### src/rtl/gp_cmd_decoder.sv
// gp_cmd_decoder
//
// Sits downstream of the GP command-word FIFO. It assembles the three-word FILL
// and LINE commands (header, ARG1, ARG2), clamps the coordinates, and orders
// FILL corners so that x0 <= x1 and y0 <= y1. Each finished command goes to the
// drawing engines over a valid/ready handshake. A STOP word or an illegal
// opcode ends the stream with a one-cycle GP_interrupt.
//
// Ports
//   clk            : clock; all state changes on the rising edge
//   rst            : asynchronous reset, active low
//   GP_valid       : one-cycle pulse that starts a new command stream
//   fifo_GP_out    : current command word from the FIFO
//   fifo_stall     : 1 when fifo_GP_out is not valid this cycle
//   GP_stall       : 1 tells the FIFO to hold its read pointer
//   GP_interrupt   : one-cycle pulse that ends the stream
//   cmd_valid      : a command is presented to the drawing engines
//   cmd_ready      : the engine accepts the presented command
//   cmd_type       : 0 = FILL, 1 = LINE
//   cmd_color      : 24-bit RGB color
//   cmd_x0..cmd_y1 : endpoint coordinates
//   cmd_count      : number of commands accepted since the last GP_valid
//   err            : sticky illegal-opcode flag
module gp_cmd_decoder #(
    parameter int unsigned XMAX = 799,
    parameter int unsigned YMAX = 599
) (
    input  logic        clk,
    input  logic        rst,
    input  logic        GP_valid,
    input  logic [31:0] fifo_GP_out,
    input  logic        fifo_stall,
    output logic        GP_stall,
    output logic        GP_interrupt,
    output logic        cmd_valid,
    input  logic        cmd_ready,
    output logic        cmd_type,
    output logic [23:0] cmd_color,
    output logic [9:0]  cmd_x0,
    output logic [9:0]  cmd_y0,
    output logic [9:0]  cmd_x1,
    output logic [9:0]  cmd_y1,
    output logic [15:0] cmd_count,
    output logic        err
);

    localparam logic [7:0] OpStop = 8'h00;
    localparam logic [7:0] OpFill = 8'h01;
    localparam logic [7:0] OpLine = 8'h02;

    localparam logic [9:0] XMaxC = 10'(XMAX);
    localparam logic [9:0] YMaxC = 10'(YMAX);

    typedef enum logic [2:0] {
        StIdle,
        StHeader,
        StArg1,
        StArg2,
        StIssue,
        StDone,
        StErr
    } state_e;

    state_e r_state;
    state_e w_state_d;

    logic        r_type;
    logic [23:0] r_color;
    logic [9:0]  r_x0;
    logic [9:0]  r_y0;
    logic [9:0]  r_x1;
    logic [9:0]  r_y1;
    logic [15:0] r_count;
    logic        r_err;

    logic        w_acc;
    logic        w_stall;
    logic [7:0]  w_opcode;
    logic [9:0]  w_x_clamp;
    logic [9:0]  w_y_clamp;
    logic        w_hdr_acc;
    logic        w_arg1_acc;
    logic        w_arg2_acc;

    // The stall only depends on the registered state, so the FIFO pointer moves
    // exactly once per accepted word.
    always_comb begin
        w_stall = 1'b1;
        unique case (r_state)
            StHeader, StArg1, StArg2: w_stall = 1'b0;
            default:                  w_stall = 1'b1;
        endcase
    end

    assign w_acc    = !w_stall && !fifo_stall;
    assign w_opcode = fifo_GP_out[31:24];

    // Clamp each coordinate of the incoming argument word.
    assign w_x_clamp = (fifo_GP_out[9:0]   > XMaxC) ? XMaxC : fifo_GP_out[9:0];
    assign w_y_clamp = (fifo_GP_out[25:16] > YMaxC) ? YMaxC : fifo_GP_out[25:16];

    // A GP_valid restart wins over any word accepted in the same cycle.
    assign w_hdr_acc  = w_acc && !GP_valid && (r_state == StHeader);
    assign w_arg1_acc = w_acc && !GP_valid && (r_state == StArg1);
    assign w_arg2_acc = w_acc && !GP_valid && (r_state == StArg2);

    // State register
    always_ff @(posedge clk or negedge rst) begin
        if (!rst) begin
            r_state <= StIdle;
        end else begin
            r_state <= w_state_d;
        end
    end

    // Next-state logic
    always_comb begin
        w_state_d = r_state;
        unique case (r_state)
            StIdle: w_state_d = StIdle;
            StHeader: begin
                if (w_acc) begin
                    if (w_opcode == OpFill || w_opcode == OpLine) begin
                        w_state_d = StArg1;
                    end else if (w_opcode == OpStop) begin
                        w_state_d = StDone;
                    end else begin
                        w_state_d = StErr;
                    end
                end
            end
            StArg1:  if (w_acc) w_state_d = StArg2;
            StArg2:  if (w_acc) w_state_d = StIssue;
            StIssue: if (cmd_ready) w_state_d = StHeader;
            StDone:  w_state_d = StIdle;
            StErr:   w_state_d = StIdle;
            default: w_state_d = StIdle;
        endcase
        if (GP_valid) begin
            w_state_d = StHeader;
        end
    end

    // Outputs decoded from the state register
    always_comb begin
        GP_stall     = w_stall;
        cmd_valid    = (r_state == StIssue);
        GP_interrupt = (r_state == StDone) || (r_state == StErr);
    end

    // Command fields, counter and sticky error
    always_ff @(posedge clk or negedge rst) begin
        if (!rst) begin
            r_type  <= 1'b0;
            r_color <= 24'd0;
            r_x0    <= 10'd0;
            r_y0    <= 10'd0;
            r_x1    <= 10'd0;
            r_y1    <= 10'd0;
            r_count <= 16'd0;
            r_err   <= 1'b0;
        end else begin
            if (w_hdr_acc && (w_opcode == OpFill || w_opcode == OpLine)) begin
                r_type  <= (w_opcode == OpLine);
                r_color <= fifo_GP_out[23:0];
            end

            if (w_arg1_acc) begin
                r_x0 <= w_x_clamp;
                r_y0 <= w_y_clamp;
            end

            // FILL swaps each axis on its own so the rectangle is top-left first;
            // LINE keeps the endpoint order because it encodes the direction.
            if (w_arg2_acc) begin
                if (!r_type && (r_x0 > w_x_clamp)) begin
                    r_x0 <= w_x_clamp;
                    r_x1 <= r_x0;
                end else begin
                    r_x1 <= w_x_clamp;
                end
                if (!r_type && (r_y0 > w_y_clamp)) begin
                    r_y0 <= w_y_clamp;
                    r_y1 <= r_y0;
                end else begin
                    r_y1 <= w_y_clamp;
                end
            end

            if (GP_valid) begin
                r_count <= 16'd0;
            end else if ((r_state == StIssue) && cmd_ready) begin
                r_count <= r_count + 16'd1;
            end

            if (GP_valid) begin
                r_err <= 1'b0;
            end else if (w_hdr_acc && (w_opcode != OpStop) && (w_opcode != OpFill) &&
                         (w_opcode != OpLine)) begin
                r_err <= 1'b1;
            end
        end
    end

    assign cmd_type  = r_type;
    assign cmd_color = r_color;
    assign cmd_x0    = r_x0;
    assign cmd_y0    = r_y0;
    assign cmd_x1    = r_x1;
    assign cmd_y1    = r_y1;
    assign cmd_count = r_count;
    assign err       = r_err;

endmodule
### config.mk
export PLATFORM = sky130hd
export DESIGN_NAME = gp_cmd_decoder
export DESIGN_NICKNAME = d
export VERILOG_FILES = /design/src/rtl/gp_cmd_decoder.sv
export SDC_FILE = /design/constraint.sdc
export NUM_CORES = 1
export LEC_CHECK = 0
export CORE_ASPECT_RATIO = 0.9
export CORE_MARGIN = 1
export CORE_UTILIZATION = 52
export DETAILED_ROUTE_END_ITERATION = 7
export PLACE_DENSITY = 0.86
export SYNTH_ARGS = -nofsm -noshare
export SYNTH_HDL_FRONTEND = slang
export SYNTH_SLANG_ARGS = --single-unit
### constraint.sdc
create_clock -name clk -period 3.7 [get_ports clk]
set_input_delay 0.37 -clock clk [delete_from_list [all_inputs] [get_ports clk]]
set_output_delay 0.37 -clock clk [all_outputs]
set_load 0.01 [all_outputs]
-- After elaboration in Yosys (flattened, before gate mapping)
Cells that the tools add are included.
- magnitude comparators: 4
- muxes and demuxes: 23
- reduce and logical (&&, ||, !) cells: 23
- eq/ne operators: 14
- add/sub/neg operators: 1
- operator list (operator ; number):
    two-way mux 10 bit ; 10
    two-way mux 16 bit ; 2
    greater-than comparator 10 bit ; 2
    greater-than comparator 10 bit (second input constant) ; 2
    two-way mux 3 bit ; 6
    adder 16 x 1 -> 16 bit (second input constant) ; 1
    logical AND 1 bit ; 12
    case mux 3 bit (4 select lines) ; 1
    == test 3 bit (second input constant) ; 3
    != test 3 bit (second input constant) ; 3
    == test 8 x 1 -> 1 bit (second input constant) ; 1
    == test 8 x 2 -> 1 bit (second input constant) ; 1
    zero test 8 bit ; 1
    != test 8 x 1 -> 1 bit (second input constant) ; 1
    != test 8 x 2 -> 1 bit (second input constant) ; 1
    nonzero test 8 bit ; 1
    == test 3 x 2 -> 1 bit (second input constant) ; 2
    AND reduction 4 bit ; 1
    nonzero test 2 bit ; 2
    == test 3 x 1 -> 1 bit (second input constant) ; 1
    zero test 1 bit ; 3
    two-way mux 1 bit ; 3
    != test 3 x 2 -> 1 bit (second input constant) ; 1
    OR reduction 3 bit ; 1
    2 further kinds ; 3
- word-level logic and storage cells: 74
- bits in registers: 85
- output and inout bits: 85

-- Logic depth before layout (Yosys ltp)
Gate-level depths: netlist of the first run.
- word-level depth: 10
- mapped depth: 14
- mapped depth without buffers: 12

-- Worst setup path after synthesis of the first run
Ideal clock, no wire load.
- path type: input to register
- from: in fifo_GP_out[24]
- to: reg r_y0[0], in the netlist cmd_y0[0]
- library setup time: 125 ps
- arrival time: 2583 ps
- path buffers: 1
- path slack: 993 ps
- stages: 13
- cells stage by stage: buf_2 > nor2_1 > o21ai_0 > nand2_1 > and2_1 > inv_1 > ha_1 > and4_1 > nor2b_1 > a31oi_1 > o21ai_1 > a21oi_2 > mux2_2
- cells in the longest elaborated chain, start to end: 6
- elaborated cells between the ends (all ways): 7
- classes of those cells: 2 x order compare; 4 x mux; 1 x reduce/logical
- RTL lines (item ; RTL line ; source):
    start, declared ; 31 ; input logic [31:0] fifo_GP_out,
    greater-than comparator 10 bit ; 100 ; assign w_y_clamp = (fifo_GP_out[25:16] > YMaxC) ? YMaxC : fifo_GP_out[25:16];
    two-way mux 10 bit (*) ; 100 ;
    greater-than comparator 10 bit ; 182 ; if (!r_type && (r_y0 > w_y_clamp)) begin
    logical AND 1 bit ; 182 ;
    two-way mux 10 bit ; 182 ;
    two-way mux 10 bit (*) ; 175 ; if (w_arg2_acc) begin
    end signal, assigned ; 170 ; r_y0 <= w_y_clamp;
    end signal, assigned ; 183 ; r_y0 <= w_y_clamp;
    end, declared ; 70 ; logic [9:0] r_y0;
Every way passes the cells marked *; elsewhere a longest branch is shown, timed or not.
A chain may end at the register's enable or synchronous reset.

-- Worst setup path after layout of the first run
- from: in fifo_GP_out[8]
- to: reg r_x0[7], in the netlist cmd_x0[7]
- cells in the longest elaborated chain, start to end: 6
- elaborated cells between the ends (all ways): 7
- classes of those cells: 2 x order compare; 4 x mux; 1 x reduce/logical
- RTL lines (item ; RTL line ; source):
    greater-than comparator 10 bit ; 99 ; assign w_x_clamp = (fifo_GP_out[9:0] > XMaxC) ? XMaxC : fifo_GP_out[9:0];
    two-way mux 10 bit (*) ; 99 ;
    greater-than comparator 10 bit ; 176 ; if (!r_type && (r_x0 > w_x_clamp)) begin
    logical AND 1 bit ; 176 ;
    two-way mux 10 bit ; 176 ;
    two-way mux 10 bit (*) ; 175 ;
    end signal, assigned ; 169 ; r_x0 <= w_x_clamp;
    end signal, assigned ; 177 ; r_x0 <= w_x_clamp;
    end, declared ; 69 ; logic [9:0] r_x0;
Marks and branches as above.

==> impl_metrics.yaml, run 1 <==
outcome:
  outcome: "finished, violations left"
  failed_checks: "design-rule violations"
cts:
  htreeDepth: 3
  cts_num_sinks: 85
  cts_tree: "built"
  numCtsBuffers: 9
  hold_buffers: 0
  post-cts-setup-buffers: 0
  clk_transition_reported_paths_ps: 80
  cts_buffer_depth: 2
  cts-root-buf: "clkbuf_8"
  post_cts_resized: 0
  clkLatencyLatePin_ps: 350
pwr:
  power.leakage_nw: 2.83
  powerDensity_nw_per_um2: 467
  vdd_drop_max_uv: 270
  p_total_w: 0.00272
sta:
  slew_violations: 0
  maxSlewHeadroom: 0.284
  fin_crit_ps: 3120
  hold_violations: 0
  setup_viol_count_final: 0
  tightest_slew_ps: 1070
  rsz0062_at_grt: "false"
  achievable-frequency_mhz: 320
  fin_skew_ps: 8.59
  tns_ps: 0
  period_share: 0.844
layout:
  diodes: 0
  drive_above_1_share: 0.141
  fillers: 603
  nets: 576
  areaGrowthSynthToFinish_pct: 36.1
place:
  post-dp-hpwl_um: 7090
  gp_congestion: 0.834
  port_buffers: 121
grt:
  grt_max_degree: 86
  grt_pass1_wl_um: 15800
  antenna_found_initial: 0
  grt_pass1_vias: 3236
  overflow: 0
  grtUsageTotal: 0.236
logic_synthesis:
  yosysUniqueCellTypes: 36
  synthTopCellsByArea: "dfrtp_1, mux2_2, ha_1, mux2i_1, o21ai_0"
  synthSimpleGateAreaFrac: 0.129
  synth_top_family_by_area: "multiplexers"
  synth_common_cells: "dfrtp_1, mux2_2, nand2_1, o21ai_0"
  synth_fa_ha_area_frac: 0.0613
  yosysMostFrequentCell: "dfrtp_1"
  synthMuxAreaShare: 0.165
  ys_ff_latch: 85
  synth_top_cell_by_area: "dfrtp_1"
  synth_warnings: 0
  synth_edf_count: 0
  synth.top_cell.area_share: 0.497
  synth-compound-area-share: 0.0736
  avgSynthCellArea_um2: 10.9
  ys.flop_type: "dfrtp_1"
  netlist_area_um2: 4280
  synthArstFlopShare: 1.00
  syn_inst: 394
  synth_xor_area_frac: 0.0348
  syn_nets: 452
  ys_seq_area_frac: 0.497
route:
  wirelength_um: 9670
  vias: 3274
  drc: 14
  first_pass_iters: 7
  via_per_inst: 5.26
  routedWlPerCell_um: 15.5
  ant_nets: 0
  drt_iter0_drc: 145
setup_path:
  worstSetupPathType: "primary input to flop"
  worst_path_largest_cell_delay_ps: 550
  crit_fanout: 10
  cpMaxStageDelayCell: "clkdlybuf4s50_1"
  cp-end-kind: "flop"
  worstSetupStartpointType: "primary input"
  crit_arrival_ps: 3360
  required_ps: 3940
  cp_cell_sequence: "clkdlybuf4s50_1 > nand2_1 > or2_2 > nand2b_1 > inv_1 > ha_1 > and4_1 > nor2b_1 > a31oi_1 > o21ai_1 > a21oi_2 > mux2_2"
floorplanning:
  initial_core_util: 0.533
  io_pins: 122
  coreArea_um2: 8030
  fp.dieW_um: 97.7
  die_y_um: 88.1
  rows: 31
  die-area_um2: 8600
worst_hold_path:
  hold_path_class: "primary input to async pin"
flow_run:
  maxCapViolations: 0
==> critical path, delay by kind of cell <==
kind                       cells  cell delay [ps]
muxes                          1              400
and+or+nand+nor                5              920
AOI/OAI and AO/OA              3              760
adders and majority gates      1              290
buffers and inverters          2              600
==> sequential cells by signal, summed over array words and instances, names as in the netlist <==
signal     flops
r_state        3
cmd_y0        10
cmd_count     16
cmd_x0        10
cmd_y1        10
err            1
cmd_x1        10
cmd_color     24
cmd_type       1
==> layout make-up <==
type	instances	area (um^2)	area share
clock buffer	11	151	0.0260
clock inverter	5	82.6	0.0142
inverter	24	90.1	0.0155
multi-input combinational	269	1990	0.341
sequential	85	2130	0.365
tap	99	124	0.0212
timing repair buffer	129	1270	0.218
==> kinds of logic (layout without fill, tap and decap cells) <==
family                   after synthesis  count (layout)
AO/OA/AOI/OAI                         56              56
XOR/XNOR                              17              17
adder cells (fa/ha/maj)               21              21
buffers and inverters                 40             169
flip-flops                            85              85
multiplexers                          65              65
AND/OR/NAND/NOR                      110             110
==> per-layer routing <==
metal | global-route usage | wire [um] | vias up
met1 | 0.301 | 4330 | 1559
met5 | 0 | 0 | -
li1 | - | - | 1607
met4 | 0.0537 | 99 | 0
met2 | 0.396 | 4640 | 99
met3 | 0.0774 | 590 | 9
==> worst paths after layout <==
path	startpoint	to	slack (ps)	depth (start not counted)
max	fifo_GP_out[8]	cmd_x0[7]	580	12
min	rst	cmd_color[23]	180	1
max reg2reg	cmd_x0[3]	cmd_x0[7]	1340	7
min reg2reg	cmd_y1[6]	cmd_y1[6]	480	2
max in group asynchronous	rst	cmd_x0[9]	2800	1
min in group clk	cmd_y1[6]	cmd_y1[6]	480	2
==> layout by cell type (no fill, tap or decap), types with 7 or more instances in the layout <==
master	netlist	final
clkdlybuf4s50_1	0	120
nor2_1	24	23
clkbuf_8	0	11
mux2i_1	21	21
inv_1	24	24
nand2_1	34	34
dfrtp_1	85	85
ha_1	21	21
xor2_1	13	13
mux2_2	44	44
nand3_1	8	8
o21ai_0	31	31
buf_4	2	9
nor2b_1	7	7
nand2b_1	10	10
a21oi_1	7	7
==> power breakdown <==
group / total (W) / leakage (nW) / internal [W] / switching [W]
Clock: 0.000753 / 0.120 / 0.000418 / 0.000334
Combinational: 0.000767 / 1.58 / 0.000442 / 0.000325
Sequential: 0.00120 / 1.13 / 0.00108 / 0.000122
Total: 0.00272 / 2.83 / 0.00194 / 0.000781
==> per-stage QoR <==
step	area, um^2	hold WS, ps	std cells	util	setup slack [ps]
2_1_floorplan	4280	74.4	394	-	993
3_3_place_gp	5600	462	606	0.697	340
3_5_place_dp	5600	469	606	0.697	168
4_1_cts	5830	243	622	0.726	544
5_1_grt	5830	303	622	0.726	436
6_report	5830	180	622	0.726	579
(Power assumes the default switching activity.)
==> run 2: changes to the inputs <==
Settings changed: CORE_UTILIZATION 52 to 48, PLACE_DENSITY 0.86 to 0.8.
Clock period 3.7 ns to 3.2 ns, I/O delays scaled along.
==> run 2 against run 1 <==
The flow now finishes without violations; combinational power is 15% higher; first-iteration DRC count is 41% lower; non-clock buffer count is 5 higher; largest cell class unchanged; cell count is 4.0% higher; power is 12% higher; highest routed layer unchanged; routed wire length is 1.7% lower.
==> impl_metrics.yaml, run 2 (synthesis results as in run 1) <==
worst_hold_path:
  hold_path_class: "primary input to async pin"
grt:
  grt_pass1_vias: 3369
  grt_pass1_wl_um: 15700
  overflow: 0
  grt_max_degree: 86
  antenna_found_initial: 0
  grtUsageTotal: 0.217
layout:
  multi_input_area_um2: 1990
  diodes: 0
  final-seq-area_um2: 2130
  mostFrequentLayoutCell: "clkdlybuf4s50_1"
  final_util: 0.684
  final_cell_mix: "clkdlybuf4s50_1, dfrtp_1, mux2_2"
  largest_reg_flops: 24
  nets: 581
  fin_area_um2: 5880
  areaGrowthSynthToFinish_pct: 37.4
  fillers: 656
  drive_above_1_share: 0.148
cts:
  clkLatencyLatePin_ps: 360
  clk_transition_reported_paths_ps: 80
  htreeDepth: 3
  numCtsBuffers: 9
  post_cts_resized: 0
  hold_buffers: 0
  cts_buffer_depth: 2
  cts-root-buf: "clkbuf_8"
  cts_num_sinks: 85
  cts_tree: "built"
  post-cts-setup-buffers: 0
route:
  wirelength_um: 9500
  top_layer: "met4"
  vias: 3319
  drc: 0
  via_per_inst: 5.13
  ant_nets: 0
  dr_wl_met2_um: 4620
  drt_iter0_drc: 85
  wl_met3_um: 475
  routedWlPerCell_um: 14.7
  drt-met1-wl_um: 4200
  first_pass_iters: 4
floorplanning:
  io_pins: 122
  die-area_um2: 9300
  die_y_um: 91.6
  initial_core_util: 0.498
  fp.dieW_um: 102
  coreArea_um2: 8610
  rows: 32
sta:
  rsz0062_at_grt: "false"
  maxSlewHeadroom: 0.295
  tns_ps: 0
  period_share: 0.862
  tightest_slew_ps: 1060
  hold_violations: 0
  fin_skew_ps: 7.32
  achievable-frequency_mhz: 363
  setup_viol_count_final: 0
  fin_crit_ps: 2760
  slew_violations: 0
pwr:
  powerDensity_nw_per_um2: 519
  vdd_drop_max_uv: 341
  power.leakage_nw: 2.84
place:
  place_area_um2: 5680
  post-dp-hpwl_um: 7130
  port_buffers: 121
  gp_congestion: 0.810
setup_path:
  worstSetupStartpointType: "primary input"
  crit_fanout: 10
  required_ps: 3440
  crit_arrival_ps: 3000
  worstSetupPathType: "primary input to flop"
  cp-end-kind: "flop"
  reg2reg_slack_ps: 1050
flow_run:
  maxCapViolations: 0
outcome:
  outcome: "finished clean"
-- run 2: metrics by stage --
step | std cells | hold WS [ps] | power [W] | setup WS (ps)
finish | 647 | 146 | 0.00305 | 442
global route | 647 | 229 | 0.00323 | 186
detailed placement | 631 | 470 | 0.00231 | 48.1
floorplan | 394 | 24.4 | 0.00177 | 543
CTS | 647 | 196 | 0.00309 | 423
global placement | 631 | 461 | 0.00227 | 149
-- run 2: final cells by class --
| cell class | count | share of cell area |
|---|---|---|
| Tap cell | 119 | 0.0253 |
| Timing Repair Buffer | 134 | 0.226 |
| Clock buffer | 11 | 0.0240 |
| Sequential cell | 85 | 0.361 |
| Clock inverter | 5 | 0.0102 |
| Inverter | 24 | 0.0153 |
| Multi-Input combinational cell | 269 | 0.337 |
-- run 2: layer usage --
metal  vias to the layer above  track usage
met1                      1605        0.276
met5                         -            0
li1                       1609            -
met2                        87        0.355
met4                         0       0.0688
met3                        18       0.0617
-- run 2: report_power, final --
part	switching, W	internal (W)	total, W
Sequential	0.000143	0.00125	0.00139
Combinational	0.000370	0.000514	0.000884
Clock	0.000394	0.000384	0.000778
-- run 2: worst max-delay path, stage by stage --
cell,delay (ps)
clkdlybuf4s50_1,470
nand2_1,90
or2_2,360
nand2b_1,130
inv_1,50
ha_1,280
and4_1,210
nor2b_1,130
a31oi_1,150
o21ai_1,120
a21oi_2,200
buf_12,150
mux2_2,330
-- run 2: final timing paths --
check                                    start            end  depth (start not counted)
worst max-delay path            fifo_GP_out[9]      cmd_x0[6]                         13
worst min-delay path                       rst  cmd_color[23]                          1
worst max register to register       cmd_x0[3]      cmd_x0[6]                          8
worst min register to register       cmd_y1[6]      cmd_y1[6]                          2
max in group asynchronous                  rst  cmd_count[12]                          1
min in group clk                     cmd_y1[6]      cmd_y1[6]                          2
